**src/rtl/instr_register_pkg.sv**
```systemverilog
// Shared types for the instruction register and its read-side sequencer.
// Holds instruction/operand types, reader FSM states and LFSR helper.
package instr_register_pkg;

    localparam int DEPTH     = 32;
    localparam int CNT_W     = 6;
    localparam int CNT_SAT_W = 16;

    typedef logic signed [31:0] operand_t;
    typedef logic signed [63:0] operand_d;
    typedef logic [4:0]         address_t;

    typedef enum logic [2:0] {
        ZERO,
        PASSA,
        PASSB,
        ADD,
        SUB,
        MULT,
        DIV,
        MOD
    } opcode_t;

    typedef struct packed {
        opcode_t  opc;
        operand_t op_a;
        operand_t op_b;
        operand_d rezultat;
    } instruction_t;

    typedef enum logic [1:0] {
        RD_INCR = 2'd0,
        RD_DECR = 2'd1,
        RD_RAND = 2'd2,
        RD_RSVD = 2'd3
    } rd_order_t;

    typedef enum logic [2:0] {
        IDLE    = 3'd0,
        ISSUE   = 3'd1,
        CAPTURE = 3'd2,
        WAIT    = 3'd3,
        DONE    = 3'd4
    } rd_state_t;

    // Fibonacci taps for x^5 + x^3 + 1 (bits 4 and 2).
    localparam address_t LFSR_TAPS = 5'b10100;

    function automatic address_t lfsr_next(input address_t s);
        return {s[3:0], ^(s & LFSR_TAPS)};
    endfunction

endpackage

```
**src/rtl/instr_result_model.sv**
```systemverilog
// Combinational reference model: opcode/op_a/op_b -> expected result.
// Ports: opc, op_a, op_b in; result (operand_d) out. DIV/MOD by 0 give 0.
module instr_result_model
    import instr_register_pkg::*;
(
    input  opcode_t  opc,
    input  operand_t op_a,
    input  operand_t op_b,
    output operand_d result
);

    operand_d a;
    operand_d b;

    assign a = operand_d'(op_a);
    assign b = operand_d'(op_b);

    always_comb begin
        result = '0;
        unique case (opc)
            PASSA:   result = a;
            PASSB:   result = b;
            ADD:     result = a + b;
            SUB:     result = a - b;
            MULT:    result = a * b;
            DIV:     result = (b == '0) ? '0 : a / b;
            MOD:     result = (b == '0) ? '0 : a % b;
            default: result = '0;
        endcase
    end

endmodule

```
**src/rtl/instr_register_reader.sv**
```systemverilog
// Read-side sequencer: walks read_pointer over a programmed range and
// streams each captured instruction_word out on a valid/ready port.
// Ports: clk, reset (async, active-high); start/base_addr/count/order
// launch a burst; read_pointer/instruction_word talk to the register;
// out_valid/out_ready/out_instr/out_addr stream beats; busy/done status;
// mismatch/pass_cnt/fail_cnt live only with INSTR_READER_CHECK_EN.
module instr_register_reader
    import instr_register_pkg::*;
(
    input  logic                 clk,
    input  logic                 reset,
    input  logic                 start,
    input  address_t             base_addr,
    input  logic [CNT_W-1:0]     count,
    input  rd_order_t            order,
    output address_t             read_pointer,
    input  instruction_t         instruction_word,
    output logic                 out_valid,
    input  logic                 out_ready,
    output instruction_t         out_instr,
    output address_t             out_addr,
    output logic                 busy,
    output logic                 done,
    output logic                 mismatch,
    output logic [CNT_SAT_W-1:0] pass_cnt,
    output logic [CNT_SAT_W-1:0] fail_cnt
);

    rd_state_t        state;
    rd_order_t        ord_q;
    address_t         addr;
    address_t         lfsr;
    address_t         next_addr;
    logic [CNT_W-1:0] remaining;

    // 5-bit address arithmetic wraps modulo DEPTH on its own.
    always_comb begin
        next_addr = addr + 5'd1;
        unique case (ord_q)
            RD_DECR: next_addr = addr - 5'd1;
            RD_RAND: next_addr = lfsr_next(lfsr);
            default: next_addr = addr + 5'd1;
        endcase
    end

    always_ff @(posedge clk or posedge reset) begin
        if (reset) begin
            state        <= IDLE;
            ord_q        <= RD_INCR;
            addr         <= '0;
            lfsr         <= '0;
            remaining    <= '0;
            read_pointer <= '0;
            out_valid    <= 1'b0;
            out_instr    <= '0;
            out_addr     <= '0;
        end else begin
            unique case (state)
                IDLE: begin
                    if (start) begin
                        addr      <= base_addr;
                        remaining <= count;
                        ord_q     <= order;
                        // An all-zero LFSR would lock up; seed 1 instead.
                        lfsr      <= (base_addr == '0) ? address_t'(1)
                                                       : base_addr;
                        state     <= (count == '0) ? DONE : ISSUE;
                    end
                end
                ISSUE: begin
                    read_pointer <= addr;
                    state        <= CAPTURE;
                end
                CAPTURE: begin
                    out_instr <= instruction_word;
                    out_addr  <= read_pointer;
                    out_valid <= 1'b1;
                    state     <= WAIT;
                end
                WAIT: begin
                    if (out_ready) begin
                        out_valid <= 1'b0;
                        remaining <= remaining - CNT_W'(1);
                        if (remaining == CNT_W'(1)) begin
                            state <= DONE;
                        end else begin
                            addr  <= next_addr;
                            lfsr  <= lfsr_next(lfsr);
                            state <= ISSUE;
                        end
                    end
                end
                DONE: begin
                    state <= IDLE;
                end
                default: begin
                    state <= IDLE;
                end
            endcase
        end
    end

    assign busy = (state != IDLE);
    assign done = (state == DONE);

`ifdef INSTR_READER_CHECK_EN
    operand_d exp_res;
    logic     hit;

    instr_result_model u_model (
        .opc    (instruction_word.opc),
        .op_a   (instruction_word.op_a),
        .op_b   (instruction_word.op_b),
        .result (exp_res)
    );

    assign hit = (exp_res == instruction_word.rezultat);

    always_ff @(posedge clk or posedge reset) begin
        if (reset) begin
            mismatch <= 1'b0;
            pass_cnt <= '0;
            fail_cnt <= '0;
        end else begin
            mismatch <= 1'b0;
            if (state == IDLE && start) begin
                pass_cnt <= '0;
                fail_cnt <= '0;
            end else if (state == CAPTURE) begin
                // Registered so the verdict rises together with out_valid.
                mismatch <= !hit;
                if (hit && pass_cnt != '1) begin
                    pass_cnt <= pass_cnt + CNT_SAT_W'(1);
                end
                if (!hit && fail_cnt != '1) begin
                    fail_cnt <= fail_cnt + CNT_SAT_W'(1);
                end
            end
        end
    end
`else
    assign mismatch = 1'b0;
    assign pass_cnt = '0;
    assign fail_cnt = '0;
`endif

endmodule

```
**config.mk**
```make
export PLATFORM = sky130hd
export DESIGN_NAME = instr_register_reader
export DESIGN_NICKNAME = d
export VERILOG_FILES = /design/src/rtl/instr_register_pkg.sv /design/src/rtl/instr_result_model.sv /design/src/rtl/instr_register_reader.sv
export SDC_FILE = /design/constraint.sdc
export NUM_CORES = 1
export LEC_CHECK = 0
export CAP_MARGIN = 20
export CORE_MARGIN = 8
export CORE_UTILIZATION = 30
export CTS_CLUSTER_SIZE = 25
export DETAILED_ROUTE_END_ITERATION = 10
export HOLD_SLACK_MARGIN = 0.15
export PLACE_DENSITY_LB_ADDON = 0.1
export SLEW_MARGIN = 5
export SYNTH_ARGS = -nofsm -noshare
export SYNTH_HDL_FRONTEND = slang
export SYNTH_SLANG_ARGS = --single-unit
export TNS_END_PERCENT = 1
```
**constraint.sdc**
```tcl
create_clock -name clk -period 14.9 [get_ports clk]
set_clock_uncertainty 0.05 [all_clocks]
set_input_delay 3.725 -clock clk [delete_from_list [all_inputs] [get_ports clk]]
set_output_delay 3.725 -clock clk [all_outputs]
set_load 0.05 [all_outputs]
```
# Word-level counts from Yosys, hierarchy flattened

Cells that the tools add are included.

Logic and storage cells: 57
Bits in registers: 163
Bits of input ports: 148

Mux-type cells: 20
Reduce and logical (&&, ||, !) cells: 12
Add/sub/neg operators: 3
Eq/ne operators: 10

Operators with widths:

| cell                                                 | count |
|---|---|
| 2-to-1 mux 5 bit                                     | 7 |
| case mux 5 bit (2 select lines)                      | 3 |
| 2-to-1 mux 3 bit                                     | 4 |
| 2-to-1 mux 6 bit                                     | 2 |
| case mux 3 bit (4 select lines)                      | 1 |
| case mux 6 bit (2 select lines)                      | 1 |
| equality test 3 x 2 -> 1 bit (second input constant) | 2 |
| equality test 6 x 1 -> 1 bit (second input constant) | 1 |
| zero test 6 bit                                      | 1 |
| inequality test 2 bit (second input constant)        | 3 |
| AND reduction 2 bit                                  | 3 |
| subtractor 6 x 1 -> 6 bit (second input constant)    | 1 |
| adder 5 x 1 -> 5 bit (second input constant)         | 1 |
| zero test 5 bit                                      | 1 |
| XOR reduction 5 bit                                  | 1 |
| subtractor 5 x 1 -> 5 bit (second input constant)    | 1 |
| AND reduction 4 bit                                  | 1 |
| nonzero test 2 bit                                   | 2 |
| equality test 3 x 1 -> 1 bit (second input constant) | 1 |
| equality test 3 bit (second input constant)          | 1 |
| zero test 3 bit                                      | 1 |
| AND reduction 3 bit                                  | 1 |
| nonzero test 3 bit                                   | 1 |
| equality test 2 x 1 -> 1 bit (second input constant) | 1 |
| 3 further kinds                                      | 3 |

# Longest topological paths before layout

Gate-level depths: netlist of run 1.

Depth after elaboration: 5
Gate-level depth with buffers: 8
Depth with buffers taken out: 8

# Worst setup path before layout of run 1

No wires, ideal clock.

Path type: reg-to-output
From: register state[0]
To: output port done
Data arrival time: 1.727 ns
Stages on the path, launching flop included: 3
Path buffers: 1
Required time: 11.125 ns
Slack: 9.398 ns
Cells stage by stage: dfrtp_1 buf_4 nor3b_1

Cells in the longest elaborated chain, start to end: 1

RTL lines:

| item                   | line                         | RTL |
|---|---|---|
| start, declared        | instr_register_reader.sv:29  | `rd_state_t state;` |
| start signal, assigned | instr_register_reader.sv:67  | `state <= (count == '0) ? DONE : ISSUE;` |
| equality test 3 bit    | instr_register_reader.sv:104 | `assign done = (state == DONE);` |
| end, declared          | instr_register_reader.sv:23  | `output logic done,` |

Every way passes these cells.

# Worst setup path after layout of run 1

From: register state[0]
To: output port busy

Cells in the longest elaborated chain, start to end: 1

RTL lines:

| item               | line                         | RTL |
|---|---|---|
| nonzero test 3 bit | instr_register_reader.sv:103 | `assign busy = (state != IDLE);` |
| end, declared      | instr_register_reader.sv:22  | `output logic busy,` |

Every way passes these cells.

==> out/qor.yml, run 1 <==
setup_path:
  critical_path_required_ns: 11.12
  timing_worst_setup_path_type: "register to output port"
  setup.worst_path.start_class: "register"
  worst-endpoint-arrival_ns: 2.27
  critPathSlowestCell: "clkdlybuf4s50_1"
  critical_path.endpoint_type: "output port"
  critical_path.max_stage_delay_ns: 0.74
  crit_path_cell_trace: "nor3_2 -> inv_1 -> clkdlybuf4s50_1"
  crit_fanout: 13
  path_delay_family: "buffers and inverters"
  worstPathBufferInverterCount: 2
cts:
  postCtsHoldBufs: 0
  cts_setup_buffers: 0
  resized_after_cts: 0
  total_clock_sinks: 163
  clock_tree_from_tritoncts: "done"
  clk-insertion-delay-late_ns: 0.42
  clockRootBuffer: "clkbuf_16"
  cts_max_level: 4
  clk_pin_slew_ns: 0.07
  number_of_buffers_added_by_the_clock_tree_synthesis_step: 17
  clock_tree.buffer_depth: 2
timing:
  period_share_pct: 40.6
  setup-violations-final: 0
  timing.final.hold_violations: 0
  max_slew_margin_pct: 38.8
  worst_slew_pin_tran_ns: 0.916
  highest_clock_frequency_the_design_can_meet_mhz: 165
  tns_ns: 0
  grt_setup_unrepaired: "no"
  final.min_clock_period_ns: 6.05
  slew_viol_final: 0
detailed_routing:
  vias: 4973
  drt-total-wl_um: 20700
  via_to_cell_ratio: 4.56
  drcViolationCount: 0
  detail_route.iter0.violations: 217
  postRouteAntennaNets: 0
  detail_route.wl_per_cell_um: 18.9
  drt_first_pass_iters: 5
power_and_ir_drop:
  p_leak_nw: 4.33
  power_density_nw_per_um2: 287
  vdd.ir_drop.worst_mv: 0.136
synthesis:
  postSynthRegisterBits: 163
  top_reg_cell_synth: "dfrtp_1"
  synth_seq_area_share_pct: 58.8
  syn_area_um2: 6930
  post_synthesis_share_of_cell_area_spent_on_full_adders_half_adders_and_majority_gates_pct: 0.541
  post_synth_and_or_nand_nor_area_fraction_pct: 5.38
  syn-instance-count: 503
  synthXorXnorAreaFrac_pct: 0.379
  postSynthAreaPerCell_um2: 13.8
  async_sr_flop_fraction_pct: 100
  synth-edff-count: 0
  muxShareOfSynthArea_pct: 23.7
  distinct_cell_type_count_of_the_synthesized_netlist: 45
  synth.yosys.warnings: 0
  synth_compound_area_share_pct: 4.87
  combinational_family_with_the_most_area_after_synthesis: "multiplexers"
global_routing:
  grt_remaining_overflow: 0
  initial_antenna_violation_count: 1
  first_global_vias: 5400
  grt_pass1_wl_um: 32000
  grt_util_all_layers_pct: 14.5
  grt_start_max_net_pins: 84
final_layout:
  mostFrequentLayoutCell: "clkdlybuf4s50_1"
  layout.filler_cells: 2062
  drive_gt1_share_pct: 23.0
  layout.cells.most_common_list: "clkdlybuf4s50_1 (291), dfrtp_1 (163), mux2_2 (144), conb_1 (33), nand2_1 (23)"
  finish.net_count: 944
  final_area_um2: 10600
  syn2layout_area_growth_pct: 52.3
status:
  run_status: "finished clean"
flow_run:
  cap_violations: 0
place:
  instance_area_at_placement_um2: 9950
  buffer_ports.inserted: 291
  gp_routability_congestion: 0.768
  placed_wire_length_estimate_after_detailed_placement_um: 15700
floorplan:
  chipHeight_um: 168
  design.die.area_um2: 28200
  core_region_area_um2: 22600
  rows: 55
  starting_density_pct: 30.6
  design.portCount: 325
  die_w_um: 168
hold_path:
  hold_class: "register to register"
-- cell type report --
type                            instances  area (um^2)  share of cell area, %
Clock buffer                           18          429                   4.06
Timing Repair Buffer                  296         2970                   28.1
Inverter                                6         27.5                  0.261
Tap cell                              285          357                   3.38
Multi-Input combinational cell        309         2540                   24.1
Clock inverter                         13          151                   1.43
Antenna cell                            1         2.50                 0.0237
Sequential cell                       163         4080                   38.6
-- cells in the mapped netlist, types with 3 or more instances --
master | instances | area share, %
a21o_1 | 3 | 0.32
a21oi_1 | 10 | 0.72
a31oi_1 | 9 | 0.81
buf_2 | 5 | 0.36
buf_4 | 47 | 5.1
clkbuf_1 | 3 | 0.16
dfrtp_1 | 163 | 59
ha_1 | 3 | 0.54
inv_1 | 6 | 0.32
mux2_2 | 144 | 23
nand2_1 | 23 | 1.2
nand2b_1 | 4 | 0.36
nand3b_1 | 4 | 0.43
nor2_1 | 18 | 0.97
nor3_1 | 8 | 0.58
nor3b_1 | 4 | 0.43
nor4_1 | 3 | 0.27
o21ai_0 | 11 | 0.79
or3_1 | 3 | 0.27
-- routing by layer --
layer  GRT usage (%)  wire (um)  up-vias
li1                -          -     2297
met1            16.7       8340     2427
met2            24.1       9960      234
met3            6.62       2010       15
met4            4.08        360        0
met5               0          0        -
-- flip-flops by register name, indices dropped and copies added (netlist names) --
signal	cells
out_addr	5
ord_q	2
read_pointer	5
addr	5
out_instr	131
remaining	6
lfsr	5
state	3
out_valid	1
-- report_power, final --
group | internal [mW] | switching [mW]
clock network | 0.250 | 0.187
registers | 0.673 | 0.147
logic | 0.672 | 1.11
total | 1.59 | 1.44
-- metrics by stage --
stage | hold WS [ns] | utilization [%] | worst slack, ns | instances | power [mW]
2_1_floorplan | 0.445 | - | 6.72 | 535 | 2.05
3_5_place_dp | 0.416 | 44.0 | 8.91 | 1058 | 2.62
6_report | 0.425 | 46.6 | 8.85 | 1091 | 3.03
4_1_cts | 0.431 | 46.5 | 8.83 | 1089 | 3.07
3_3_place_gp | 0.416 | 44.0 | 8.93 | 1058 | 2.60
5_1_grt | 0.454 | 46.6 | 8.75 | 1091 | 3.19
-- path summary, 6_finish.rpt --
kind	slack, ns	from	to	cells after the start
max	8.85	state[0]$_DFFE_PP0P_	busy	3
min in group asynchronous	3.78	reset	out_instr[0]$_DFFE_PP0N_	2
min	0.43	out_valid$_DFFE_PP0P_	out_valid$_DFFE_PP0P_	1
min reg2reg	0.43	out_valid$_DFFE_PP0P_	out_valid$_DFFE_PP0P_	1
max in group asynchronous	9.85	reset	out_instr[48]$_DFFE_PP0N_	4
max reg2reg	12.01	state[1]$_DFFE_PP0P_	out_instr[71]$_DFFE_PP0N_	4
-- worst register-to-register path, cell delays in order, from the launching register on --
cell     delay (ns)
dfrtp_1        0.63
nor3b_2        0.38
buf_4          0.50
buf_4          0.73
mux2_2         0.49
-- logic make-up after synthesis --
logic type	count (synthesis)
xor gates and xnor gates	3
other	1
and+or+nand+nor	73
AOI/OAI and AO/OA	51
muxes	146
DFF	163
buffers and inverters	63
adders and majority gates	3
No activity file was read; power rests on OpenSTA's default activity.
==> inputs of run 2 (changes only) <==
clock period = 5 ns   (was 14.9 ns; I/O delays follow)
==> run 2 against run 1 <==
  * Clock-buffer cell count is 1 higher
  * Routed wire length rose by 0.17%
  * Combinational power increased to 3.0 times the previous value
  * Sequential share of layout area shrank 0.064 points
  * Non-clock buffer count down 2
  * Worst setup slack worse by 7.4 ns
  * Via count down 0.16%
  * Worst hold slack improved by 0.0046 ns
  * Sequential power rose to 3.0 times the previous value
==> out/qor.yml, run 2 (synthesized netlist as in run 1, its figures left out) <==
timing:
  worst_slew_pin_tran_ns: 0.881  # was 0.916 ns
  setup_slack_ns: 1.48  # was 8.85 ns
  slew_viol_final: 0  # unchanged
  highest_clock_frequency_the_design_can_meet_mhz: 284
  max_slew_margin_pct: 41.1  # was 38.8%
  period_share_pct: 70.5
  grt_setup_unrepaired: "no"  # unchanged
  finalHoldWorstSlack_ns: 0.430  # was 0.425 ns
  final.min_clock_period_ns: 3.52
  tns_ns: 0  # unchanged
  setup-violations-final: 0  # unchanged
  timing.final.hold_violations: 0  # unchanged
setup_path:
  critPathSlowestCell: "clkdlybuf4s50_1"  # unchanged
  crit_fanout: 14  # was 13
  worst-endpoint-arrival_ns: 2.22  # was 2.27 ns
  critical_path.max_stage_delay_ns: 0.73  # was 0.74 ns
  setup.worst_path.start_class: "register"  # unchanged
  crit_path_cell_trace: "nor3_2 -> inv_1 -> clkdlybuf4s50_1"  # unchanged
  worst-r2r-cell-count: 4  # unchanged
  critical_path_required_ns: 3.70  # was 11.12 ns
  timing_worst_setup_path_type: "register to output port"  # unchanged
  critPathLaunch: "state[1]$_DFFE_PP0P_"  # was state[0]$_DFFE_PP0P_
  critical_path.endpoint_type: "output port"  # unchanged
  worst_r2r_startpoint: "state[1]$_DFFE_PP0P_"  # unchanged
power_and_ir_drop:
  pwr-share-clk_pct: 14.8  # was 14.4%
  comb_power_share_pct: 58.4  # was 58.6%
  power.switching_fraction_pct: 47.4  # about the same
  power_frac_seq_pct: 26.8  # was 27.0%
  p_leak_nw: 4.33  # about the same
  power_density_nw_per_um2: 859  # was 287 nW/um^2
  total_switching_power_mw: 4.31  # was 1.44 mW
  internal_power_mw: 4.78  # was 1.59 mW
  vdd.ir_drop.worst_mv: 0.469  # was 0.136 mV
global_routing:
  initial_antenna_violation_count: 2  # was 1
  first_global_vias: 5330  # was 5400
  grt_pass1_wl_um: 32100  # was 32000 um
  grt_start_max_net_pins: 141  # was 84
  grt_util_all_layers_pct: 14.5  # about the same
  grt_remaining_overflow: 0  # unchanged
final_layout:
  largest_register: "out_instr"  # unchanged
  syn2layout_area_growth_pct: 52.6  # was 52.3%
  layout.filler_cells: 2047  # was 2062
  top_regs: "out_instr (131), remaining (6)"  # unchanged
  finish.net_count: 942  # was 944
  largest_register_ff_count: 131  # unchanged
  final_util_pct: 46.7  # was 46.6%
  mostFrequentLayoutCell: "clkdlybuf4s50_1"  # unchanged
  layout.cells.most_common_list: "clkdlybuf4s50_1 (291), dfrtp_1 (163), mux2_2 (144), conb_1 (33), nand2_1 (23)"  # unchanged
  drive_gt1_share_pct: 22.9  # was 23.0%
detailed_routing:
  drt_first_pass_iters: 5  # unchanged
  detail_route.wl_per_cell_um: 19.0  # was 18.9 um
  via_to_cell_ratio: 4.55  # was 4.56
  drt-total-wl_um: 20700  # about the same
  drcViolationCount: 0  # unchanged
  detail_route.iter0.violations: 176  # was 217
  vias: 4965  # was 4973
  postRouteAntennaNets: 0  # unchanged
hold_path:
  worstHoldStart: "out_valid$_DFFE_PP0P_"  # unchanged
  hold_class: "register to register"  # unchanged
  number_of_cells_on_the_worst_hold_path: 1  # unchanged
cts:
  resized_after_cts: 0  # unchanged
  postCtsHoldBufs: 0  # unchanged
  cts_setup_buffers: 0  # unchanged
  clk_pin_slew_ns: 0.07  # about the same
  clock_tree_from_tritoncts: "done"  # unchanged
  clock_tree.buffer_depth: 2  # unchanged
  clockRootBuffer: "clkbuf_16"  # unchanged
  number_of_buffers_added_by_the_clock_tree_synthesis_step: 17  # unchanged
  total_clock_sinks: 163  # unchanged
  cts_max_level: 4  # unchanged
  clk-insertion-delay-late_ns: 0.42  # about the same
floorplan:
  die_w_um: 168  # unchanged
  rows: 55  # unchanged
  core_region_area_um2: 22600  # unchanged
  chipHeight_um: 168  # unchanged
  design.die.area_um2: 28200  # unchanged
  starting_density_pct: 30.6  # unchanged
  design.portCount: 325  # unchanged
place:
  buffer_ports.inserted: 291  # unchanged
  placed_wire_length_estimate_after_detailed_placement_um: 15600  # was 15700 um
  dp_slack_ns: 1.90  # was 8.91 ns
  gp_routability_congestion: 0.785  # was 0.768
status:
  run_status: "finished clean"  # unchanged
flow_run:
  cap_violations: 0  # unchanged
run 2: cell count changes in the layout (fill, tap and decap cells not counted), sizes merged:
| cell | previous run | this run |
|---|---|---|
| buf | 5 | 3 |
| clkinv | 5 | 3 |
| clkbuf | 18 | 19 |
| clkinvlp | 2 | 3 |
| diode | 1 | 2 |
| inv | 10 | 11 |
run 2: worst paths after layout:
path / end / slack (ns)
setup / recovery: busy / 1.48
hold / removal: out_valid$_DFFE_PP0P_ / 0.43
setup reg to reg: addr[1]$_DFFE_PP0P_ / 2.67
hold reg to reg: out_valid$_DFFE_PP0P_ / 0.43
max in group asynchronous: out_instr[84]$_DFFE_PP0N_ / 2.53
min in group asynchronous: out_instr[44]$_DFFE_PP0N_ / 1.20
run 2: routing by layer:
layer	GRT usage, %	vias up	share of wire, %
met5	0	-	0
met4	5.36	0	1.9
met3	5.78	21	9.3
met2	23.8	225	49
met1	16.9	2429	40
li1	-	2290	-
run 2: power by group through the flow:
| stage | clock [mW] | sequential [mW] | combinational (mW) |
|---|---|---|---|
| floorplan | 0 | 4.45 | 1.64 |
| global placement | 0 | 2.43 | 5.31 |
| detailed placement | 0 | 2.46 | 5.37 |
| CTS | 1.40 | 2.44 | 5.37 |
| global route | 1.45 | 2.54 | 5.57 |
| finish | 1.35 | 2.43 | 5.31 |
run 2: area by class of cell:
type                            count  area [um^2]  area share (%)
Clock inverter                     13          164            1.55
Tap cell                          285          357            3.37
Inverter                            6         26.3           0.248
Timing Repair Buffer              294         2960            28.0
Multi-Input combinational cell    309         2540            24.1
Sequential cell                   163         4080            38.6
Antenna cell                        2         5.00          0.0473
Clock buffer                       19          443            4.19
run 2: stage by stage:
step	cell area [um^2]	std cells	power (mW)
final	10600	1091	9.09
after global routing	10600	1091	9.56
after CTS	10600	1089	9.22
after detailed placement	9970	1057	7.82
after global placement	9970	1057	7.74
after floorplan	7060	535	6.10
run 2: worst max-delay path: cells and delay by family, from the launching register on:
| family | cells | cell delay (ns) |
|---|---|---|
| flops | 1 | 0.55 |
| simple gates | 1 | 0.37 |
| buf+inv | 2 | 0.88 |
